`src/rtl/axis_shutdown_ctrl_if.sv`:
```
// Shutdown request/acknowledge bundle between the controller and its stream gates.
interface axis_shutdown_ctrl_if #(
    parameter int C_NUM_PORTS = 4
);
    logic [C_NUM_PORTS-1:0] shutdown_req;
    logic [C_NUM_PORTS-1:0] shutdown_ack;

    modport master (output shutdown_req, input shutdown_ack);
    modport slave  (input shutdown_req, output shutdown_ack);
endinterface

```
`src/rtl/axis_shutdown_ctrl.sv`:
```
// Sequences stop/resume of C_NUM_PORTS AXIS gates from a single enable bit.
// Optional wait timeout: define AXIS_SHUTDOWN_CTRL_TIMEOUT_EN.
module axis_shutdown_ctrl #(
    parameter int C_NUM_PORTS      = 4,
    parameter int C_TIMEOUT_CYCLES = 4096,
    parameter int C_RESET_STOPPED  = 0
) (
    input  logic                   clk,
    input  logic                   rst,
    input  logic                   enable,
    input  logic [C_NUM_PORTS-1:0] port_mask,
    axis_shutdown_ctrl_if.master   gates,
    output logic                   running,
    output logic                   stopped,
    output logic                   busy,
    output logic                   timeout_err,
    output logic [C_NUM_PORTS-1:0] timeout_ports
);
    typedef enum logic [1:0] {
        S_RUN    = 2'd0,
        S_DRAIN  = 2'd1,
        S_HALTED = 2'd2,
        S_RESUME = 2'd3
    } state_t;

    localparam state_t RST_STATE = (C_RESET_STOPPED != 0) ? S_DRAIN : S_RUN;
    localparam logic [C_NUM_PORTS-1:0] RST_REQ = (C_RESET_STOPPED != 0) ? {C_NUM_PORTS{1'b1}}
                                                                         : {C_NUM_PORTS{1'b0}};

    if (C_NUM_PORTS < 1 || C_NUM_PORTS > 32 || C_TIMEOUT_CYCLES < 2) begin : g_bad_param
        $error("axis_shutdown_ctrl: parameter out of range");
    end

    state_t                 state_q, state_d;
    logic [C_NUM_PORTS-1:0] req_q, req_d;
    logic [C_NUM_PORTS-1:0] mask_q, mask_d;
    logic [C_NUM_PORTS-1:0] ack;
    logic                   all_ack, none_ack;
    logic                   waiting;
    logic                   tmo;

    assign ack                = gates.shutdown_ack;
    assign gates.shutdown_req = req_q;

    // Masked-off ports count as acked for stop and as released for resume.
    assign all_ack  = &(ack | ~mask_q);
    assign none_ack = ~|(ack & mask_q);
    assign waiting  = (state_q == S_DRAIN) || (state_q == S_RESUME);

    always_ff @(posedge clk) begin
        if (rst) begin
            state_q <= RST_STATE;
            req_q   <= RST_REQ;
            mask_q  <= {C_NUM_PORTS{1'b1}};
        end else begin
            state_q <= state_d;
            req_q   <= req_d;
            mask_q  <= mask_d;
        end
    end

    // Completion of the wait outranks both the timeout and a change of enable.
    always_comb begin
        state_d = state_q;
        req_d   = req_q;
        mask_d  = mask_q;
        case (state_q)
            S_RUN: begin
                if (!enable) begin
                    state_d = S_DRAIN;
                    mask_d  = port_mask;
                    req_d   = port_mask;
                end
            end
            S_DRAIN: begin
                if (all_ack || tmo) begin
                    state_d = S_HALTED;
                end else if (enable) begin
                    state_d = S_RESUME;
                    req_d   = '0;
                end
            end
            S_HALTED: begin
                if (enable) begin
                    state_d = S_RESUME;
                    mask_d  = port_mask;
                    req_d   = '0;
                end
            end
            S_RESUME: begin
                if (none_ack || tmo) begin
                    state_d = S_RUN;
                end else if (!enable) begin
                    state_d = S_DRAIN;
                    req_d   = mask_q;
                end
            end
            default: state_d = RST_STATE;
        endcase
    end

    always_comb begin
        running = (state_q == S_RUN);
        stopped = (state_q == S_HALTED);
        busy    = waiting;
    end

`ifdef AXIS_SHUTDOWN_CTRL_TIMEOUT_EN
    localparam int CW = $clog2(C_TIMEOUT_CYCLES);
    localparam logic [CW-1:0] CNT_MAX = CW'(C_TIMEOUT_CYCLES - 1);

    logic [CW-1:0]          cnt_q;
    logic                   enter_wait;
    logic                   wait_met;
    logic                   err_q;
    logic [C_NUM_PORTS-1:0] tports_q;

    assign enter_wait = (state_d != state_q) && ((state_d == S_DRAIN) || (state_d == S_RESUME));
    assign wait_met   = (state_q == S_DRAIN) ? all_ack : none_ack;
    assign tmo        = waiting && (cnt_q == CNT_MAX) && !wait_met;

    always_ff @(posedge clk) begin
        if (rst) begin
            cnt_q    <= '0;
            err_q    <= 1'b0;
            tports_q <= '0;
        end else begin
            if (enter_wait)
                cnt_q <= '0;
            else if (waiting && cnt_q != CNT_MAX)
                cnt_q <= cnt_q + CW'(1);
            // Status from the previous stop survives until a new stop is requested.
            if (state_q == S_RUN && !enable) begin
                err_q    <= 1'b0;
                tports_q <= '0;
            end else if (tmo) begin
                err_q    <= 1'b1;
                tports_q <= (state_q == S_DRAIN) ? (mask_q & ~ack) : (mask_q & ack);
            end
        end
    end

    assign timeout_err   = err_q;
    assign timeout_ports = tports_q;
`else
    assign tmo           = 1'b0;
    assign timeout_err   = 1'b0;
    assign timeout_ports = '0;
`endif
endmodule

```
`src/flat_wrapper.sv`:
```
// flat-port wrapper written by rule: the top's interface ports become plain ports
module axis_shutdown_ctrl_flat 
#(
    parameter int C_NUM_PORTS      = 4,
    parameter int C_TIMEOUT_CYCLES = 4096,
    parameter int C_RESET_STOPPED  = 0
)
  (clk, rst, enable, port_mask, running, stopped, busy, timeout_err, timeout_ports, gates_shutdown_req, gates_shutdown_ack);
  axis_shutdown_ctrl_if #(.C_NUM_PORTS(C_NUM_PORTS)) gates_i ();
  input  logic clk;
  input  logic rst;
  input  logic enable;
  input  logic [C_NUM_PORTS-1:0] port_mask;
  output logic running;
  output logic stopped;
  output logic busy;
  output logic timeout_err;
  output logic [C_NUM_PORTS-1:0] timeout_ports;
  output wire logic [$bits(gates_i.shutdown_req)-1:0] gates_shutdown_req;
  input wire logic [$bits(gates_i.shutdown_ack)-1:0] gates_shutdown_ack;
  assign gates_shutdown_req = gates_i.shutdown_req;
  assign gates_i.shutdown_ack = gates_shutdown_ack;
  axis_shutdown_ctrl #(.C_NUM_PORTS(C_NUM_PORTS), .C_TIMEOUT_CYCLES(C_TIMEOUT_CYCLES), .C_RESET_STOPPED(C_RESET_STOPPED)) u_core (.clk(clk), .rst(rst), .enable(enable), .port_mask(port_mask), .gates(gates_i), .running(running), .stopped(stopped), .busy(busy), .timeout_err(timeout_err), .timeout_ports(timeout_ports));
endmodule
```
`config.mk`:
```
export PLATFORM = sky130hd
export DESIGN_NAME = axis_shutdown_ctrl_flat
export DESIGN_NICKNAME = d
export VERILOG_FILES = /design/src/rtl/axis_shutdown_ctrl_if.sv /design/src/rtl/axis_shutdown_ctrl.sv /design/src/flat_wrapper.sv
export SDC_FILE = /design/constraint.sdc
export NUM_CORES = 1
export LEC_CHECK = 0
export ABC_CLOCK_PERIOD_IN_PS = 1930
export CELL_PAD_IN_SITES_DETAIL_PLACEMENT = 0
export CELL_PAD_IN_SITES_GLOBAL_PLACEMENT = 1
export CORE_MARGIN = 2
export CORE_UTILIZATION = 34
export CTS_BUF_LIST = sky130_fd_sc_hd__clkbuf_2
export CTS_CLUSTER_DIAMETER = 60
export DETAILED_ROUTE_END_ITERATION = 10
export PLACE_DENSITY = 0.84
export SLEW_MARGIN = 10
export SYNTH_ARGS = -nofsm -noshare
export SYNTH_HDL_FRONTEND = slang
export SYNTH_SLANG_ARGS = --single-unit
```
`constraint.sdc`:
```
create_clock -name clk -period 1.93 [get_ports clk]
set_input_delay 0.2895 -clock clk [delete_from_list [all_inputs] [get_ports clk]]
set_output_delay 0.2895 -clock clk [all_outputs]
set_load 0.05 [all_outputs]
```
==> impl_metrics.py <==
metrics = {
    "clock_tree": {
        "root_buffer": "clkbuf_2",
        "post_cts_resized": 0,
        "cts_tree": "built",
        "path_clk_slew_ns": 0.09,
        "clock_path_buffers": 2,
        "cts_made_buffers": 3,
        "clock_latency_ns": 0.25,
        "htreeDepth": 1,
        "postCtsHoldBufs": 0,
        "cts_sinks": 10,
        "post-cts-setup-buffers": 0,
    },
    "global_route": {
        "grt_pass1_wl_mm": 2.490,
        "grt_antenna_before_repair": 0,
        "grt_use_total_pct": 12.91,
        "grt_max_degree": 14,
        "first_global_vias": 601,
        "grt_overflow": 0,
    },
    "cells_and_area": {
        "final_nets": 114,
        "drive_above_1_share_pct": 14.29,
        "synthToLayoutAreaGrowth_pct": 30.85,
        "fill_cells": 206,
        "diodes": 0,
    },
    "route": {
        "routed_via_density": 4.784,
        "post_drt_wl_per_cell_microns": 11.61,
        "drcViolationCount": 0,
        "ant_nets": 0,
        "dr_total_vias": 598,
        "first_iter_violations": 7,
        "wl_mm": 1.451,
        "first_pass_iters": 4,
    },
    "logic_synthesis": {
        "synth_seq_cells": 10,
        "yosysTopAreaCell": "dfxtp_1",
        "synth_area_leaders": "dfxtp_1 28%, mux2_4 8.5%, ha_1 7.1%",
        "ys.flop_type": "dfxtp_1",
        "async_flop_share_pct": 0,
        "synth_top_cells_by_count": "10 x dfxtp_1, 10 x nand2_1, 7 x a21oi_1, 6 x inv_1, 5 x buf_4",
        "synth_edf_count": 0,
        "syn_area_sq_um": 705.7,
        "yosysSeqAreaShare_pct": 28.37,
        "yosysUniqueCellTypes": 25,
        "yosysTopAreaCellShare_pct": 28.37,
        "synth_cells": 79,
        "avgSynthCellArea_sq_um": 8.933,
        "yosys_warnings": 0,
    },
    "floorplanning": {
        "die-height_microns": 49.56,
        "rows": 16,
        "die_area_sq_mm": 0.002456,
        "coreArea_sq_mm": 0.001962,
        "die_w_microns": 49.56,
        "num_io_pins": 23,
        "start_util_pct": 35.97,
    },
    "critical_path": {
        "critPathLaunchType": "flop",
        "worstSetupPathType": "reg2reg",
        "endpoint_kind": "flop",
        "slowest_delay_ns": 0.43,
        "path_cells": "inv_1 > ha_1 > and2b_1 > o21bai_2 > o221ai_4 > mux2_4",
        "cp_slowest_cell": "dfxtp_1",
        "cp.required_ns": 2.08,
        "cp_max_fo": 5,
        "crit_arrival_ns": 1.83,
    },
    "sta": {
        "fmax_mhz": 592.4,
        "slew_violations": 0,
        "fin_tns_setup_ns": 0,
        "rsz0062_at_grt": "no",
        "min_period_ns": 1.688,
        "tightest_slew_ns": 0.4972,
        "hold_viol_final": 0,
        "skew_ns": 0.006938,
        "slew_headroom_pct": 66.75,
        "setup_violations": 0,
        "timing.final.crit_share_pct": 87.47,
    },
    "pwr": {
        "irDropWorstVdd_v": 0.0003578,
        "switching_power_uw": 309.5,
        "power.density_mw_per_mm2": 823.3,
        "p_clk_share_pct": 14.5,
        "switching_share_pct": 40.71,
        "comb_power_share_pct": 51.7,
        "power_uw": 760.2,
        "internal_power_uw": 450.7,
        "power_frac_seq_pct": 33.8,
        "p_leak_nw": 0.3943,
    },
    "run_status": {
        "status": "finished, final reports clean",
    },
    "job": {
        "maxCapViolCount": 0,
    },
    "placed_design": {
        "gp_congestion": 0.8077,
        "hpwl_mm": 1.170,
        "io_buffers": 17,
    },
    "min_path": {
        "min_path_type": "reg2reg",
    },
}
[cell families (layout without fill, tap and decap cells)]
logic type | count (synthesis) | count (layout) | share of synthesized area, %
buf+inv | 13 | 28 | 9.575
compound gates | 17 | 17 | 20.57
simple gates | 26 | 26 | 19.68
other cells | 1 | 5 | 0.5314
fa+ha+maj | 4 | 4 | 7.092
flops | 10 | 10 | 28.37
mux | 8 | 8 | 14.18
[registers in the layout (all words and copies together) (netlist names)]
signal                     flops
u_core.gates.shutdown_req      4
u_core.mask_q                  4
u_core.state_q                 2
[metal layers]
| layer | track usage (%) | wire length (microns) | vias up | part of all wire [%] |
|---|---|---|---|---|
| li1 | - | - | 303 | - |
| met4 | 3.704 | 14 | 0 | 0.96 |
| met5 | 0 | 0 | - | 0 |
| met1 | 15.14 | 651 | 271 | 45 |
| met3 | 4.848 | 90 | 2 | 6.2 |
| met2 | 21.78 | 696 | 22 | 48 |
[path summary, 6_finish.rpt]
| path | from | to | slack (ns) | cells past startpoint |
|---|---|---|---|---|
| setup / recovery | u_core.state_q[0] | u_core.gates.shutdown_req[1] | 0.24 | 6 |
| hold reg to reg | u_core.state_q[1] | u_core.state_q[1] | 0.55 | 2 |
| setup reg to reg | u_core.state_q[0] | u_core.gates.shutdown_req[1] | 0.24 | 6 |
| hold / removal | u_core.state_q[1] | u_core.state_q[1] | 0.55 | 2 |
[metrics by stage]
step	setup slack (ns)	hold WS [ns]	std cells	cell area, sq um	util [%]
2_1_floorplan	0.02843	0.4180	83	720.7	-
3_3_place_gp	0.09818	0.5279	121	904.6	46.11
3_5_place_dp	0.07635	0.5395	121	904.6	46.11
4_1_cts	0.2351	0.5562	125	923.4	47.07
5_1_grt	0.1097	0.5842	125	923.4	47.07
6_report	0.2419	0.5550	125	923.4	47.07
[worst max-delay path: cells and delay by family (launching register included)]
| kind | cells | cell delay (ns) |
|---|---|---|
| DFF | 1 | 0.43 |
| muxes | 1 | 0.33 |
| AOI/OAI and AO/OA | 2 | 0.31 |
| and+or+nand+nor | 1 | 0.22 |
| adders and majority gates | 1 | 0.21 |
| buffers and inverters | 1 | 0.09 |
[power groups by stage]
| stage | clock network, mW | logic, mW | registers (mW) |
|---|---|---|---|
| 2_1_floorplan | 0 | 0.238 | 0.297 |
| 3_3_place_gp | 0 | 0.392 | 0.261 |
| 3_5_place_dp | 0 | 0.394 | 0.261 |
| 4_1_cts | 0.117 | 0.396 | 0.256 |
| 5_1_grt | 0.129 | 0.419 | 0.262 |
| 6_report | 0.110 | 0.393 | 0.257 |
[area by class of cell]
cell class,instances,area [sq um],area share (%)
clock inverter,1,3.754,0.4065
timing repair buffer,18,195.2,21.14
sequential,10,200.2,21.68
multi-input combinational,60,452.9,49.05
clock buffer,3,15.01,1.626
tap,27,33.78,3.659
inverter,6,22.52,2.439
[layout by cell type, fill, tap and decap left out, drive strengths merged, types with 2 or more instances in the layout]
| cell type | count |
|---|---|
| a21oi | 7 |
| mux2 | 4 |
| clkdlybuf4s50 | 14 |
| mux2i | 4 |
| dfxtp | 10 |
| buf | 4 |
| o221ai | 3 |
| a22oi | 2 |
| nor2 | 2 |
| nor2b | 4 |
| ha | 4 |
| inv | 6 |
| nand2b | 4 |
| nand2 | 10 |
| clkbuf | 3 |
| nand3b | 4 |
| conb | 5 |
Note: power is estimated with default switching activity, not from simulation.
